File: src/rtl/l0_skew_fifo_if.sv
// Bundle of the data, handshake and status signals of the skewed row FIFO.
// The master side feeds write/read requests; the slave side is the FIFO itself.
interface l0_skew_fifo_if #(
    parameter int ROW   = 8,
    parameter int BW    = 4,
    parameter int DEPTH = 64
);
    localparam int AW = $clog2(DEPTH);

    logic [ROW*BW-1:0] in;
    logic              wr;
    logic              rd;
    logic              mode;
    logic [ROW*BW-1:0] out;
    logic [ROW-1:0]    o_valid;
    logic              o_full;
    logic              o_ready;
    logic [AW:0]       o_count;
    logic              o_ovf;
    logic              o_udf;

    modport master (
        output in, wr, rd, mode,
        input  out, o_valid, o_full, o_ready, o_count, o_ovf, o_udf
    );

    modport slave (
        input  in, wr, rd, mode,
        output out, o_valid, o_full, o_ready, o_count, o_ovf, o_udf
    );
endinterface

File: src/rtl/l0_skew_fifo.sv
// ROW lock-step FIFOs written together and read either in parallel or as a
// diagonal wave (row 0 first) driven by a shifting read-enable register.
module l0_skew_fifo #(
    parameter int ROW   = 8,
    parameter int BW    = 4,
    parameter int DEPTH = 64
) (
    input logic          clk,
    input logic          reset,
    l0_skew_fifo_if.slave bus
);
    localparam int AW = $clog2(DEPTH);
    localparam int CW = AW + 1;
    localparam logic [CW-1:0] FULL_CNT = CW'(DEPTH);

    logic [ROW-1:0] rd_en;
    logic [ROW-1:0] full;
    logic [ROW-1:0] empty;
    logic [ROW-1:0] pop;
    logic [CW-1:0]  cnt_last;
    logic           wr_ok;
    logic           ovf;
    logic           udf;

    // Full on any row blocks the whole vector, so rows never drift apart on writes.
    assign wr_ok = bus.wr && !(|full);

    // Stage p0: read-enable register (broadcast in mode 0, diagonal shift in mode 1)
    always_ff @(posedge clk) begin
        if (reset) begin
            rd_en <= '0;
        end else if (!bus.mode) begin
            rd_en <= {ROW{bus.rd}};
        end else begin
            rd_en <= {rd_en[ROW-2:0], bus.rd};
        end
    end

    always_ff @(posedge clk) begin
        if (reset) begin
            ovf <= 1'b0;
            udf <= 1'b0;
        end else begin
            if (bus.wr && (|full)) begin
                ovf <= 1'b1;
            end
            if (|(rd_en & empty)) begin
                udf <= 1'b1;
            end
        end
    end

    for (genvar i = 0; i < ROW; i++) begin : g_row
        logic [BW-1:0] mem [DEPTH];
        logic [AW-1:0] wptr;
        logic [AW-1:0] rptr;
        logic [CW-1:0] cnt;
        logic [BW-1:0] dout_p1;
        logic          vld_p1;

        assign full[i]  = (cnt == FULL_CNT);
        assign empty[i] = (cnt == '0);
        assign pop[i]   = rd_en[i] && !empty[i];

        always_ff @(posedge clk) begin
            if (wr_ok) begin
                mem[wptr] <= bus.in[i*BW +: BW];
            end
        end

        // Stage p1: pop into the output register, pointer and occupancy update
        always_ff @(posedge clk) begin
            if (reset) begin
                wptr    <= '0;
                rptr    <= '0;
                cnt     <= '0;
                dout_p1 <= '0;
                vld_p1  <= 1'b0;
            end else begin
                vld_p1 <= pop[i];
                if (wr_ok) begin
                    wptr <= wptr + AW'(1);
                end
                if (pop[i]) begin
                    dout_p1 <= mem[rptr];
                    rptr    <= rptr + AW'(1);
                end
                if (wr_ok && !pop[i]) begin
                    cnt <= cnt + CW'(1);
                end else if (!wr_ok && pop[i]) begin
                    cnt <= cnt - CW'(1);
                end
            end
        end

        assign bus.out[i*BW +: BW] = dout_p1;
        assign bus.o_valid[i]      = vld_p1;

        if (i == ROW - 1) begin : g_last
            assign cnt_last = cnt;
        end
    end

    assign bus.o_full  = |full;
    assign bus.o_ready = &empty;
    assign bus.o_count = cnt_last;
    assign bus.o_ovf   = ovf;
    assign bus.o_udf   = udf;
endmodule

File: src/flat_wrapper.sv
// flat-port wrapper written by rule: the top's interface ports become plain ports
module l0_skew_fifo_flat 
#(
    parameter int ROW   = 8,
    parameter int BW    = 4,
    parameter int DEPTH = 64
)
  (clk, reset, bus_in, bus_wr, bus_rd, bus_mode, bus_out, bus_o_valid, bus_o_full, bus_o_ready, bus_o_count, bus_o_ovf, bus_o_udf);
  l0_skew_fifo_if #(.ROW(ROW), .BW(BW), .DEPTH(DEPTH)) bus_i ();
  input logic clk;
  input logic reset;
  input wire logic [$bits(bus_i.in)-1:0] bus_in;
  input wire logic [$bits(bus_i.wr)-1:0] bus_wr;
  input wire logic [$bits(bus_i.rd)-1:0] bus_rd;
  input wire logic [$bits(bus_i.mode)-1:0] bus_mode;
  output wire logic [$bits(bus_i.out)-1:0] bus_out;
  output wire logic [$bits(bus_i.o_valid)-1:0] bus_o_valid;
  output wire logic [$bits(bus_i.o_full)-1:0] bus_o_full;
  output wire logic [$bits(bus_i.o_ready)-1:0] bus_o_ready;
  output wire logic [$bits(bus_i.o_count)-1:0] bus_o_count;
  output wire logic [$bits(bus_i.o_ovf)-1:0] bus_o_ovf;
  output wire logic [$bits(bus_i.o_udf)-1:0] bus_o_udf;
  assign bus_i.in = bus_in;
  assign bus_i.wr = bus_wr;
  assign bus_i.rd = bus_rd;
  assign bus_i.mode = bus_mode;
  assign bus_out = bus_i.out;
  assign bus_o_valid = bus_i.o_valid;
  assign bus_o_full = bus_i.o_full;
  assign bus_o_ready = bus_i.o_ready;
  assign bus_o_count = bus_i.o_count;
  assign bus_o_ovf = bus_i.o_ovf;
  assign bus_o_udf = bus_i.o_udf;
  l0_skew_fifo #(.ROW(ROW), .BW(BW), .DEPTH(DEPTH)) u_core (.clk(clk), .reset(reset), .bus(bus_i));
endmodule
File: config.mk
export PLATFORM = sky130hd
export DESIGN_NAME = l0_skew_fifo_flat
export DESIGN_NICKNAME = d
export VERILOG_FILES = /design/src/rtl/l0_skew_fifo_if.sv /design/src/rtl/l0_skew_fifo.sv /design/src/flat_wrapper.sv
export SDC_FILE = /design/constraint.sdc
export NUM_CORES = 2
export LEC_CHECK = 0
export BUFFER_PORTS_ARGS = -buffer_cell sky130_fd_sc_hd__buf_2
export CAP_MARGIN = 30
export CORE_MARGIN = 4
export CORE_UTILIZATION = 54
export DETAILED_ROUTE_END_ITERATION = 8
export PLACE_DENSITY_LB_ADDON = 0.3
export RECOVER_POWER = 25
export SYNTH_ARGS = -nofsm -noshare
export SYNTH_HDL_FRONTEND = slang
export SYNTH_SLANG_ARGS = --single-unit
File: constraint.sdc
create_clock -name clk -period 3.7 [get_ports clk]
set_clock_uncertainty 0.05 [all_clocks]
set_input_delay 0.185 -clock clk [delete_from_list [all_inputs] [get_ports clk]]
set_output_delay 0.185 -clock clk [all_outputs]
set_load 0.1 [all_outputs]
# == Word level (Yosys, flattened, before mapping) ==
# Memories as Yosys holds them, arrays and structs flattened. A register that Yosys moved wholly into a read port is not among the register bits.
# Cells that the tools add are included.
# word_totals
n_memories,8
output_inout_bits,51
ff_bits,170
wordCells,166
input_bits,37
ram_bits,2048
# classes
reduce_logical,63
eq_ne,8
add_sub_neg,32
bitwise,1
mux,19
# memory_table
memory,depth,word_bits,read_ports,rd_clocked_by_memory_dff,wr,line_no,text
u_core.g_row[0].mem,64,4,1,1,1,l0_skew_fifo.sv:54,logic [BW-1:0] mem [DEPTH];
u_core.g_row[1].mem,64,4,1,1,1,l0_skew_fifo.sv:54,
u_core.g_row[2].mem,64,4,1,1,1,l0_skew_fifo.sv:54,
u_core.g_row[3].mem,64,4,1,1,1,l0_skew_fifo.sv:54,
u_core.g_row[4].mem,64,4,1,1,1,l0_skew_fifo.sv:54,
u_core.g_row[5].mem,64,4,1,1,1,l0_skew_fifo.sv:54,
2 more memories,n/a,n/a,n/a,n/a,n/a,n/a,
# op_table
op,count
2-to-1 mux 7 bit,16
"adder 6 x 1 -> 6 bit, second input constant",16
"adder 7 x 1 -> 7 bit, second input constant",8
"== test 7 bit, second input constant",8
zero test 7 bit,8
"subtractor 7 x 1 -> 7 bit, second input constant",8
logical AND 1 bit,26
zero test 1 bit,18
nonzero test 2 bit,8
OR reduction 8 bit,2
bitwise AND 8 bit,1
2-to-1 mux 8 bit,1
AND reduction 8 bit,1
2-to-1 mux 1 bit,2

# == Depth between registers and ports, before layout ==
# depth
word_depth,8
ltp_mapped,16
depth_no_buf,14

# == Worst setup path after synthesis ==
# No wires, ideal clock.
# synth_timing
path_type,register to register
start,register u_core.g_row[7].cnt[0] (netlist: u_core.bus.o_count[0])
end,register u_core.g_row[4].cnt[6]
n_path_buf,2
setup_ns,0.121
path_stages_with_launch,17
path_slack_ns,-0.857
arrival_time_ns,4.386
required_ns,3.529
period_less_slack_ns,4.557
path_cell_list,dfxtp_1 nor4_1 nand3_1 nand4_1 or3_1 buf_4 inv_4 buf_2 ha_1 inv_1 ha_1 nor2b_1 o21ai_0 a21boi_0 o2111ai_1 or3b_2 mux2_2
# synth_between
elab_chain_len,7
elab_cells_between_ends,9
cone_classes,eq/ne: 1; mux: 1; reduce/logical: 7
# synth_lines
element,line_no,text
"start, declared",l0_skew_fifo.sv:57,logic [CW-1:0] cnt;
"start signal, assigned",l0_skew_fifo.sv:89,cnt <= cnt + CW'(1);
"start signal, assigned",l0_skew_fifo.sv:91,cnt <= cnt - CW'(1);
== test 7 bit *,l0_skew_fifo.sv:61,assign full[i] = (cnt == FULL_CNT);
OR reduction 8 bit *,l0_skew_fifo.sv:26,assign wr_ok = bus.wr && !(|full);
zero test 1 bit *,l0_skew_fifo.sv:26,
logical AND 1 bit *,l0_skew_fifo.sv:26,
via u_core.wr_ok,l0_skew_fifo.sv:21,logic wr_ok;
zero test 1 bit,l0_skew_fifo.sv:90,end else if (!wr_ok && pop[i]) begin
logical AND 1 bit,l0_skew_fifo.sv:90,
nonzero test 2 bit (no line),n/a,
"end signal, assigned",l0_skew_fifo.sv:89,
"end signal, assigned",l0_skew_fifo.sv:91,
"end, declared",l0_skew_fifo.sv:57,
# The timed path passes the listed nets; every way through them passes the cells marked *.
# A chain may end at the register's enable or synchronous reset.

# == Worst setup path after layout ==
# layout_timing
start,register u_core.g_row[7].cnt[0] (netlist: u_core.bus.o_count[0])
end,output bus_o_full
# layout_between
elab_chain_len,2
# layout_lines
element,line_no,text
== test 7 bit,l0_skew_fifo.sv:61,
OR reduction 8 bit,l0_skew_fifo.sv:104,assign bus.o_full = |full;
"end, declared",flat_wrapper.sv:18,output wire logic [$bits(bus_i.o_full)-1:0] bus_o_full;
# No other way between the ends.

==> summary.md <==
| Metric | Value |
|---|---|
| Data required time at the worst endpoint | 3.46 ns |
| Total die area | 176,000 sq um |
| Worst-case headroom to the max-slew limit | -61.8% |
| Number of placement rows | 150 |
| Nets in the synthesized netlist | 5,427 |
| Clock Path Buffers | 3 |
| Seq cells post-synth | 2,250 |
| Post-route worst setup slack | 0.119 ns |
| Period minus WS final | 3.58 ns |
| Antenna viol nets, final | 0 |
| Clock sink total | 2,250 |
| Max Clock Freq | 0.279 GHz |
| Initial antenna violation count | 3 |
| Wire length of the first global-routing pass | 304 mm |
| Run status | finished with violations |
| Mapped Cells | 5,311 |
| Area inside the core boundary | 168,000 sq um |
| Maximum vdd drop | 0.707 mV |
| Fraction of registers with async set/reset | 0% |
| Number of pins exceeding their max-slew limit in the final report | 723 |
| Clock latency on the worst-skew pair | 0.83 ns |
| Worst slew pin tran | 2.43 ns |
| Worst setup path startpoint | u_core.bus.o_count[0]$_SDFFE_PP0P_ |
| Series of cell instances along the critical path | nor4_1 > nand3_1 > nand4_1 > buf_4 > or3_1 > buf_2 |
| Total grt overflow | 0 |
| Post-Route Utilization | 60.9% |
| Number of enable flip-flop cells after synthesis | 2,048 |
| CP endpoint kind | output pin |
| Clock transition at the registers of the reported paths | 0.06 ns |
| Final routed wire length divided by cell count | 25.0 microns |
| Primary FF master, synth | edfxtp_1 |
| Fraction of final layout cells sized beyond drive strength 1 | 18.7% |
| Total number of vias | 48,335 |
| WP data arrival | 3.35 ns |
| DP HPWL | 125 mm |
| All-Layer GR Usage | 22.7% |
| Kind of start point of the critical path | register |
| PD cells | 595 nW/um^2 |
| Maximum number of pins on one net before global-route repair | 70 |
| Setup violations, final | 0 |
| Die width | 420 microns |
| Nets | 5,602 |
| Count of input and output buffers | 87 |
| Critical Setup Path Class | reg -> out |
| Crit-path max cell delay | 0.56 ns |
| Largest delay contributor family on the critical path | simple AND/OR/NAND/NOR gates |
| Violations in the final reports | max-capacitance violations, max-slew violations |
| Max-Cap Viols | 15 |
| Leakage | 31.6 nW |
| Number of ports placed on the die boundary | 88 |
| Min-delay src | bus_in[11] |
| Root buffer cell | clkbuf_16 |
| Remaining routing DRC violations | 0 |
| Vias/cell | 6.13 |
| Count of distinct cell types in the synthesized netlist | 63 |
| Final-layout worst hold slack | 0.199 ns |
| Unrepaired setup endpoints after global routing | false |
| Vias in the first global route | 49,660 |
| TritonCTS clock tree | yes |
| Signed area change from the synthesized netlist to the final layout | 11.7% |
| Initial standard-cell utilization of the core | 54.5% |
| Part of the Yosys area used for sequential elements | 71.6% |
| DRT Pass-1 Iters | 5 |
| Final critical-path share of the clock period | 96.8% |
| Total buffers and inverters traversed by the critical path | 2 |
| Final number of hold-violating endpoints | 0 |
| Synthesized area | 91,500 sq um |
| Number of DRC markers after the initial detailed-route iteration | 4,755 |
| Critical path's slowest cell | buf_4 |
| Worst hold path type | in -> reg |
| PnR Total Power | 60.8 mW |
| Critical path fanouts, max | 40 |
| Aggregate routed wire length | 197 mm |
| Setup slack after placement | 0.0401 ns |
| Source of the worst register-to-register timing path | u_core.g_row[5].cnt[1]$_SDFFE_PP0P_ |
| Overall die height | 420 microns |
| Avg Cell Area, Syn | 17.2 sq um |
| Setup TNS | 0 ns |
| TritonCTS Buffers | 216 |
| Yosys Warn Count | 0 |
| Final RePlAce weighted congestion | 0.831 |
| H-tree Lvls | 4 |
[area by class of cell]
cell class | count | area (sq um)
flip-flops and latches | 2250 | 65600
fillers | 11990 | 65600
multi-input cells | 2679 | 24100
clock buffers | 294 | 5960
well taps | 2204 | 2760
repair buffers | 296 | 2420
clock inverters | 115 | 1150
inverters | 43 | 168
diodes | 2 | 5.00
[cell families after synthesis]
logic type | Yosys count | share of synthesized area, %
flops | 2250 | 71.6
simple gates | 1293 | 6.66
mux | 713 | 13.9
compound gates | 480 | 3.48
buf+inv | 382 | 2.05
xor+xnor | 114 | 1.09
fa+ha+maj | 79 | 1.15
[cells in the final DEF (no fill, tap or decap), drive strengths merged, types with 35 or more instances in the layout]
master | synthesis | final
ha | 71 | 71
nand3 | 93 | 93
mux2i | 261 | 261
o221ai | 54 | 54
clkinv | 1 | 66
buf | 202 | 215
nor2b | 56 | 56
nor4 | 90 | 90
xnor2 | 59 | 59
a211oi | 48 | 48
xor2 | 55 | 55
nor2 | 679 | 679
or3 | 37 | 37
o22ai | 44 | 44
dfxtp | 202 | 202
nand2 | 168 | 168
o21ai | 80 | 80
nand3b | 54 | 54
dlygate4sd3 | 0 | 36
edfxtp | 2048 | 2048
nand4 | 35 | 35
clkbuf | 137 | 339
a21oi | 118 | 118
mux4 | 441 | 441
inv | 42 | 53
[registers in the layout, summed over array words and instances (netlist names)]
| register | cells |
|---|---|
| u_core.g_row.mem | 2048 |
| u_core.g_row.wptr | 48 |
| u_core.g_row.cnt | 49 |
| u_core.bus.o_udf | 1 |
| u_core.rd_en | 8 |
| u_core.g_row.rptr | 48 |
| u_core.bus.o_count | 7 |
| u_core.bus.o_ovf | 1 |
| u_core.g_row.vld_p1 | 8 |
| u_core.g_row.dout_p1 | 32 |
[metal layers]
metal / up-vias / part of all wire (%) / routed length, microns / GRT usage, %
li1: 21367 / - / - / -
met1: 24671 / 40 / 79400 / 31.3
met2: 1937 / 49 / 97000 / 36.8
met3: 360 / 7.3 / 14400 / 4.01
met4: 0 / 3.3 / 6580 / 7.93
met5: - / 0 / 0 / 0
[stage by stage]
| stage | instances | instance area, sq um |
|---|---|---|
| after floorplan | 5311 | 91500 |
| after global routing | 7882 | 102000 |
| after CTS | 7870 | 102000 |
| final | 7883 | 102000 |
| after global placement | 7400 | 94200 |
| after detailed placement | 7428 | 94800 |
[synthesized netlist by cell type, types with 13 or more instances]
library cell	number	area, sq um
nand4_1	35	219
ha_1	71	888
nor2b_1	56	350
mux4_2	423	9530
nor3_1	13	65.1
nand3b_1	54	405
buf_2	77	385
edfxtp_1	2048	61500
xor2_1	55	482
inv_1	41	154
o211ai_1	27	203
dfxtp_1	202	4040
xnor2_1	59	517
nor4_1	85	532
buf_1	58	218
a21o_1	30	225
a32oi_1	30	263
buf_6	13	146
buf_4	50	375
mux4_1	18	473
nand3_1	80	400
nand3_2	13	130
o21ai_0	78	390
mux2i_1	261	2610
o22ai_1	44	275
clkbuf_1	137	514
o221ai_1	54	473
a211oi_1	48	360
or3_1	37	231
nor2_1	679	2550
or3b_2	15	131
nand2_1	168	631
a21oi_1	118	591
[path summary, 6_finish.rpt]
check / end / slack [ns] / cells past startpoint
min reg2reg: u_core.rd_en[2]$_SDFF_PP0_ / 0.43 / 2
max: bus_o_full / 0.12 / 6
max reg2reg: u_core.g_row[5].cnt[6]$_SDFFE_PP0P_ / 0.21 / 14
min: u_core.g_row[2].mem[17][3]$_DFFE_PP_ / 0.20 / 2
[report_power, final]
part / leakage, nW / switching, mW / internal, mW
Combinational: 8.08 / 6.01 / 3.86
Clock: 3.44 / 9.26 / 12.6
Sequential: 20.1 / 0.688 / 28.4
Total: 31.6 / 16.0 / 44.9
[repair_timing]
action	4_1_cts	5_1_grt
endpoints found under the hold margin	1663	156
setup endpoints to repair	1	10
buffers inserted	0	0
hold buffers	33	3
gates resized for setup	1	15
Power figures use the tool's default switching activity.
